<file path="src/rtl/game_flow_if.sv">
// rtl/game_flow_if.sv - control/status bundle between the game sequencer and its datapath peers
interface game_flow_if #(
    parameter int SCORE_W = 10
);
    logic               frame_en;
    logic               btn_pulse;
    logic               collision;
    logic               score_pulse;
    logic               game_active;
    logic               flap_pulse;
    logic [2:0]         state;
    logic [7:0]         countdown;
    logic [SCORE_W-1:0] score;
    logic [SCORE_W-1:0] high_score;
    logic               new_record;

    modport master (
        output frame_en, btn_pulse, collision, score_pulse,
        input  game_active, flap_pulse, state, countdown, score, high_score, new_record
    );

    modport slave (
        input  frame_en, btn_pulse, collision, score_pulse,
        output game_active, flap_pulse, state, countdown, score, high_score, new_record
    );
endinterface

</file>
<file path="src/rtl/game_flow_ctrl.sv">
// rtl/game_flow_ctrl.sv - IDLE/READY/PLAY/DYING/OVER sequencer with score and session high score
module game_flow_ctrl #(
    parameter int READY_FRAMES = 60,
    parameter int DEATH_FRAMES = 90,
    parameter int SCORE_W      = 10,
    parameter int SCORE_MAX    = 999
) (
    input logic         clk,
    input logic         rst_n,
    game_flow_if.slave  gif
);
    localparam int FCNT_W = 8;

    typedef enum logic [2:0] {
        IDLE  = 3'd0,
        READY = 3'd1,
        PLAY  = 3'd2,
        DYING = 3'd3,
        OVER  = 3'd4
    } state_t;

    state_t             st;
    logic [FCNT_W-1:0]  fcnt;
    logic [7:0]         countdown_q;
    logic [SCORE_W-1:0] score_q;
    logic [SCORE_W-1:0] high_q;
    logic               record_q;
    logic               active_q;
    logic               flap_q;

    // Every output is updated alongside the state register so it always matches st.
    always_ff @(posedge clk or negedge rst_n) begin
        if (!rst_n) begin
            st          <= IDLE;
            fcnt        <= '0;
            countdown_q <= '0;
            score_q     <= '0;
            high_q      <= '0;
            record_q    <= 1'b0;
            active_q    <= 1'b0;
            flap_q      <= 1'b0;
        end else begin
            flap_q <= 1'b0;
            case (st)
                IDLE, OVER: begin
                    if (gif.btn_pulse) begin
                        st          <= READY;
                        fcnt        <= '0;
                        countdown_q <= 8'(READY_FRAMES);
                        score_q     <= '0;
                        record_q    <= 1'b0;
                        active_q    <= 1'b0;
                    end else if (gif.frame_en) begin
                        fcnt <= fcnt + 1'b1;
                    end
                end
                READY: begin
                    if (gif.frame_en) begin
                        if (fcnt == FCNT_W'(READY_FRAMES - 1)) begin
                            st          <= PLAY;
                            fcnt        <= '0;
                            countdown_q <= '0;
                            active_q    <= 1'b1;
                        end else begin
                            fcnt        <= fcnt + 1'b1;
                            countdown_q <= 8'(READY_FRAMES) - fcnt - 8'd1;
                        end
                    end
                end
                PLAY: begin
                    flap_q <= gif.btn_pulse;
                    // A collision in the same clock as a pipe pass cancels the point.
                    if (gif.collision) begin
                        st       <= DYING;
                        fcnt     <= '0;
                        active_q <= 1'b0;
                    end else begin
                        if (gif.score_pulse && score_q != SCORE_W'(SCORE_MAX))
                            score_q <= score_q + SCORE_W'(1);
                        if (gif.frame_en)
                            fcnt <= fcnt + 1'b1;
                    end
                end
                DYING: begin
                    if (gif.frame_en) begin
                        if (fcnt == FCNT_W'(DEATH_FRAMES - 1)) begin
                            st   <= OVER;
                            fcnt <= '0;
                            if (score_q > high_q) begin
                                high_q   <= score_q;
                                record_q <= 1'b1;
                            end else begin
                                record_q <= 1'b0;
                            end
                        end else begin
                            fcnt <= fcnt + 1'b1;
                        end
                    end
                end
                default: begin
                    st          <= IDLE;
                    fcnt        <= '0;
                    countdown_q <= '0;
                    active_q    <= 1'b0;
                end
            endcase
        end
    end

    assign gif.state       = st;
    assign gif.countdown   = countdown_q;
    assign gif.score       = score_q;
    assign gif.high_score  = high_q;
    assign gif.new_record  = record_q;
    assign gif.game_active = active_q;
    assign gif.flap_pulse  = flap_q;
endmodule
</file>
<file path="src/flat_wrapper.sv">
// flat-port wrapper written by rule: the top's interface ports become plain ports
module game_flow_ctrl_flat 
#(
    parameter int READY_FRAMES = 60,
    parameter int DEATH_FRAMES = 90,
    parameter int SCORE_W      = 10,
    parameter int SCORE_MAX    = 999
)
  (clk, rst_n, gif_frame_en, gif_btn_pulse, gif_collision, gif_score_pulse, gif_game_active, gif_flap_pulse, gif_state, gif_countdown, gif_score, gif_high_score, gif_new_record);
  game_flow_if #(.SCORE_W(SCORE_W)) gif_i ();
  input logic clk;
  input logic rst_n;
  input wire logic [$bits(gif_i.frame_en)-1:0] gif_frame_en;
  input wire logic [$bits(gif_i.btn_pulse)-1:0] gif_btn_pulse;
  input wire logic [$bits(gif_i.collision)-1:0] gif_collision;
  input wire logic [$bits(gif_i.score_pulse)-1:0] gif_score_pulse;
  output wire logic [$bits(gif_i.game_active)-1:0] gif_game_active;
  output wire logic [$bits(gif_i.flap_pulse)-1:0] gif_flap_pulse;
  output wire logic [$bits(gif_i.state)-1:0] gif_state;
  output wire logic [$bits(gif_i.countdown)-1:0] gif_countdown;
  output wire logic [$bits(gif_i.score)-1:0] gif_score;
  output wire logic [$bits(gif_i.high_score)-1:0] gif_high_score;
  output wire logic [$bits(gif_i.new_record)-1:0] gif_new_record;
  assign gif_i.frame_en = gif_frame_en;
  assign gif_i.btn_pulse = gif_btn_pulse;
  assign gif_i.collision = gif_collision;
  assign gif_i.score_pulse = gif_score_pulse;
  assign gif_game_active = gif_i.game_active;
  assign gif_flap_pulse = gif_i.flap_pulse;
  assign gif_state = gif_i.state;
  assign gif_countdown = gif_i.countdown;
  assign gif_score = gif_i.score;
  assign gif_high_score = gif_i.high_score;
  assign gif_new_record = gif_i.new_record;
  game_flow_ctrl #(.READY_FRAMES(READY_FRAMES), .DEATH_FRAMES(DEATH_FRAMES), .SCORE_W(SCORE_W), .SCORE_MAX(SCORE_MAX)) u_core (.clk(clk), .rst_n(rst_n), .gif(gif_i));
endmodule
</file>
<file path="config.mk">
export PLATFORM = sky130hd
export DESIGN_NAME = game_flow_ctrl_flat
export DESIGN_NICKNAME = d
export VERILOG_FILES = /design/src/rtl/game_flow_if.sv /design/src/rtl/game_flow_ctrl.sv /design/src/flat_wrapper.sv
export SDC_FILE = /design/constraint.sdc
export NUM_CORES = 1
export LEC_CHECK = 0
export CAP_MARGIN = 20
export CORE_MARGIN = 2
export CORE_UTILIZATION = 49
export DETAILED_ROUTE_END_ITERATION = 8
export PLACE_DENSITY = 0.76
export SLEW_MARGIN = 10
export SYNTH_ARGS = -nofsm -noshare
export SYNTH_HDL_FRONTEND = slang
export SYNTH_SLANG_ARGS = --single-unit
</file>
<file path="constraint.sdc">
create_clock -name clk -period 2.2 [get_ports clk]
set_input_delay 0.22 -clock clk [delete_from_list [all_inputs] [get_ports clk]]
set_output_delay 0.22 -clock clk [all_outputs]
set_load 0.01 [all_outputs]
</file>
-- Yosys cells after proc, flatten, opt, wreduce, memory -nomap -nowiden
Cells that the tools add are included.
- output and inout bits: 34
- bits of input ports: 6
- bits in registers: 42
- eq/ne operators: 15
- muxes and demuxes: 33
- reductions and logical operators: 13
- $add $sub $neg: 4
- bitwise gates (word level): 2
- order comparisons: 1
- operators with widths (operator ; count):
    2-to-1 mux 8 bit ; 10
    case mux 8 bit (4 select lines) ; 1
    2-to-1 mux 10 bit ; 3
    case mux 8 bit (3 select lines) ; 1
    case mux 10 bit (2 select lines) ; 1
    2-to-1 mux 3 bit ; 6
    case mux 3 bit (4 select lines) ; 1
    AND reduction 4 bit ; 3
    adder 10 x 1 -> 10 bit (second input constant) ; 1
    greater-than comparator 10 bit ; 1
    != test 10 bit (second input constant) ; 1
    != test 2 bit (second input constant) ; 5
    adder 8 x 1 -> 8 bit (second input constant) ; 1
    equality test 8 x 6 -> 1 bit (second input constant) ; 1
    equality test 8 x 7 -> 1 bit (second input constant) ; 1
    2-to-1 mux 1 bit ; 8
    subtractor 6 x 8 -> 8 bit (first input constant) ; 1
    subtractor 8 x 1 -> 8 bit (second input constant) ; 1
    equality test 3 x 2 -> 1 bit (second input constant) ; 2
    != test 2 x 1 -> 1 bit (second input constant) ; 3
    AND reduction 6 bit ; 1
    AND reduction 5 bit ; 1
    case mux 1 bit (4 select lines) ; 1
    nonzero test 2 bit ; 2
    9 further kinds ; 11

-- Logic depth before layout (Yosys ltp)
- depth after elaboration: 5
- depth in mapped cells: 8

-- Least setup slack after synthesis
OpenSTA, ideal clock, no wires.
- path kind: register to register
- start point: reg u_core.fcnt[2]
- end point: reg u_core.high_q[0], in the netlist u_core.gif.high_score[0]
- path slack: 0.012 ns
- data arrival time: 2.063 ns
- library setup time: 0.125 ns
- data required time: 2.075 ns
- cell stages (with the launch flop): 8
- path through: dfrtp_1 -> inv_1 -> ha_1 -> nand2b_1 -> or4_1 -> a311o_1 -> buf_6 -> mux2_4
- word-level cells in the longest chain between the ends: 2
- ends and longest elaborated chain (what ; RTL line ; RTL):
    start, declared ; game_flow_ctrl.sv:23 ; logic [FCNT_W-1:0] fcnt;
    start signal, assigned ; game_flow_ctrl.sv:54 ; fcnt <= fcnt + 1'b1;
    start signal, assigned ; game_flow_ctrl.sv:65 ; fcnt <= fcnt + 1'b1;
    start signal, assigned ; game_flow_ctrl.sv:81 ; fcnt <= fcnt + 1'b1;
    equality test 8 x 7 -> 1 bit ; game_flow_ctrl.sv:86 ; if (fcnt == FCNT_W'(DEATH_FRAMES - 1)) begin
    AND reduction 4 bit (no line) ; - ;
    end signal, assigned ; game_flow_ctrl.sv:90 ; high_q <= score_q;
    end, declared ; game_flow_ctrl.sv:26 ; logic [SCORE_W-1:0] high_q;
No other way between the ends.
A chain may end at the register's enable or synchronous reset.

-- Worst setup path in the final report
- start point: reg u_core.score_q[5], in the netlist u_core.gif.score[5]
- end point: reg u_core.high_q[4], in the netlist u_core.gif.high_score[4]
- word-level cells in the longest chain between the ends: 2
- ends and longest elaborated chain (what ; RTL line ; RTL):
    start, declared ; game_flow_ctrl.sv:25 ; logic [SCORE_W-1:0] score_q;
    start signal, assigned ; game_flow_ctrl.sv:79 ; score_q <= score_q + SCORE_W'(1);
    greater-than comparator 10 bit ; game_flow_ctrl.sv:89 ; if (score_q > high_q) begin
    AND reduction 4 bit (no line) ; - ;
No other way between the ends.

==> flow_summary.ini <==
[floorplan]
fp-row-count = 26
die_w_um = 76.2
core_area_um2 = 5070
die_area_um2 = 5800
boundaryPins = 40
initial_utilization = 0.503
die_y_extent_um = 76.2

[yosys]
yosys_warnings = 0
largest_family_of_logic_cells_by_synthesized_area = simple AND/OR/NAND/NOR gates
synth-main-ff-cell = sky130_fd_sc_hd__dfrtp_1
post_synth_and_or_nand_nor_area_fraction = 0.193
postSynth.asyncResetShare = 1.00
synth_fp_nets = 296
synth_fa_ha_area_frac = 0.0785
mappedNetlistArea_um2 = 2550
synth_compound_area_frac = 0.170
synth_edf_count = 0
yosys.cell_types.count = 54
synth_seq_cells = 42
post_synth.cell_area_avg_um2 = 9.31
synthCells = 274
fraction_of_synthesized_area_in_multiplexers = 0.0574
synth_sequential_area_ratio = 0.412
yosys.area_share.xor_xnor = 0.0378

[place]
detailed_place.area_um2 = 3270
gpl.final_weighted_congestion = 1.01
dp_worst_setup_slack_ps = -104
detailed_place_hpwl_um = 5070
numPortBuffers = 39

[min_path]
hold_class = primary input to async pin

[critical_path]
critical_path_s_largest_stage_delay_ps = 410
worstSetupStartpoint = u_core.gif.score[5]
crit_path_max_fanout = 6
critPathCaptureType = register
rr_startpoint = u_core.gif.score[5]
rrSetupSlack_ps = -30
critical_path.slowest_cell = sky130_fd_sc_hd__dfrtp_1
regToRegEndpoint = u_core.gif.high_score[4]
rr_worst_depth = 7
critPathKind = register to register
timing.critical_path.from_type = register
required_ps = 2380
arrival_ps = 2400
cp_cell_sequence = ha_1 -> nand4_1 -> a211oi_2 -> a2111oi_4 -> a311o_1 -> buf_6 -> mux2_4

[clock_tree]
tritoncts = built
worst_skew_pair.late_latency_ps = 300
cts.htree.levels = 2
clockBufferDepth = 2
cts_root_buf = sky130_fd_sc_hd__clkbuf_8
cts_num_sinks = 42
clk_pin_slew_worst_paths_ps = 90
numCtsBuffers = 5

[routing]
routedWlPerCell_um = 16.1
detail_route.drc_violations = 0
detailroute.via_count = 2423
drtAntennaViolNets = 0
vias_per_cell = 5.73
drt_first_iter_violations = 155
firstDrtPassIters = 5
detail_route.wirelength_um = 6790

[sta]
final.setup_skew_ps = 16.1
post-route-worst-setup-slack_ps = -26.7
setup_repair_after_global_routing_missed_its_margin = true
max-slew-margin-rel = 0.569
finalSetupViolCount = 7
final_number_of_hold_violating_endpoints = 0
timing.final.crit_period_ps = 2230
final_min_period_over_clock_period = 1.01
worst_slew_pin_slew_ps = 643
finalMaxSlewViolations = 0
maximum_achievable_frequency_mhz = 449

[power]
power_density_nw_per_um2 = 611
power.total_mw = 2.12
irDropWorstVdd_mv = 0.277
power_leakage_nw = 1.57

[grt]
gr-total-overflow = 0
first_global_vias = 2312
track_usage = 0.234
antenna_violations_before_repair = 0
grt_pass1_wl_um = 10800
grt_start_max_net_pins = 22

[layout]
n_fill_cell = 414
num-nets-final = 375
final_common_cell = sky130_fd_sc_hd__dfrtp_1
antenna_cells = 0
postLayoutCellArea_um2 = 3480
final_cell_mix = sky130_fd_sc_hd__dfrtp_1, sky130_fd_sc_hd__buf_4, sky130_fd_sc_hd__clkdlybuf4s50_1
proportion_of_layout_cells_with_a_drive_suffix_above_1 = 0.210
syn2layout_area_growth_pct = 36.4

[status]
result_of_the_run = complete, but fails checks
failed_checks = negative setup slack

[job]
max-cap-violations = 0
-- through the flow --
| stage | cells | setup TNS (ps) | hold slack, ps | util |
|---|---|---|---|---|
| floorplan | 274 | 0 | -75.6 | - |
| global placement | 413 | -485 | 186 | 0.645 |
| detailed placement | 413 | -645 | 196 | 0.645 |
| CTS | 421 | 0 | 403 | 0.675 |
| global route | 423 | -722 | 422 | 0.686 |
| finish | 423 | -109 | 382 | 0.686 |
-- flip-flops by register name (all words and copies together) (netlist names) --
name / cells
u_core.gif.high_score: 10
u_core.gif.score: 10
u_core.fcnt: 8
u_core.gif.countdown: 8
u_core.gif.state: 3
u_core.gif.flap_pulse: 1
u_core.gif.game_active: 1
u_core.gif.new_record: 1
-- cell families (layout without fill, tap and decap cells) --
family / Yosys count / after routing
simple gates: 96 / 96
compound gates: 66 / 66
flops: 42 / 42
buf+inv: 32 / 111
fa+ha+maj: 16 / 16
xor+xnor: 11 / 11
mux: 11 / 11
-- worst max-delay path: cells and delay by family, from the launching register on --
family	cells	cell delay (ps)
muxes	1	290
buffers and inverters	1	160
DFF	1	410
and+or+nand+nor	1	170
adders and majority gates	1	370
AOI/OAI and AO/OA	3	700
-- worst max path at each step --
stage                          endpoint  slack (ps)  cells after the start
5_1_grt        u_core.gif.high_score[4]         -90                      8
4_1_cts        u_core.gif.high_score[4]           8                      8
2_1_floorplan  u_core.gif.high_score[0]          10                      7
3_5_place_dp   u_core.gif.high_score[4]        -100                      6
6_report       u_core.gif.high_score[4]         -30                      7
3_3_place_gp   u_core.gif.high_score[1]         -70                      6
-- synth_stat cells, drive strengths merged, types with 3 or more instances --
cell    number  area (um^2)
a211oi       3         22.5
a21oi       14         70.1
and3         3         18.8
buf          4         25.0
clkbuf       5         20.0
dfrtp       42         1050
ha          16          200
inv         23         86.3
mux2         8          116
mux2i        3         30.0
nand2       18         67.6
nand2b       4         25.0
nand3       10         50.1
nand4        5         31.3
nor2        29          109
nor2b        3         18.8
nor3         6         30.0
nor4         5         31.3
o21a         4         30.0
o21ai       19         95.1
o22ai        4         25.0
or3          4         25.0
xnor2        9         78.8
-- area by class of cell --
class | count | area [um^2] | share of cell area
flip-flops and latches | 42 | 1050 | 0.302
clock buffers | 6 | 82.6 | 0.0237
well taps | 70 | 87.6 | 0.0252
clock inverters | 1 | 30.0 | 0.00863
inverters | 23 | 86.3 | 0.0248
repair buffers | 81 | 711 | 0.204
multi-input cells | 200 | 1430 | 0.411
-- per-layer routing --
layer,share of wire,GRT usage
met1,0.45,0.314
met2,0.45,0.366
met3,0.072,0.0557
met4,0.023,0.0945
met5,0,0
-- power breakdown --
| part | switching [mW] | total, mW | internal (mW) |
|---|---|---|---|
| Combinational | 0.298 | 0.594 | 0.296 |
| Clock | 0.263 | 0.626 | 0.363 |
| Sequential | 0.0513 | 0.904 | 0.853 |
| Total | 0.612 | 2.12 | 1.51 |
-- what timing repair did --
item,in CTS,in global routing
endpoints found under the setup margin,8,11
hold buffers,1,0
setup buffers,0,2
resized for setup,7,13
hold endpoints to repair,19,0
pin swaps,2,5
Note: power is estimated with default switching activity, not from simulation.
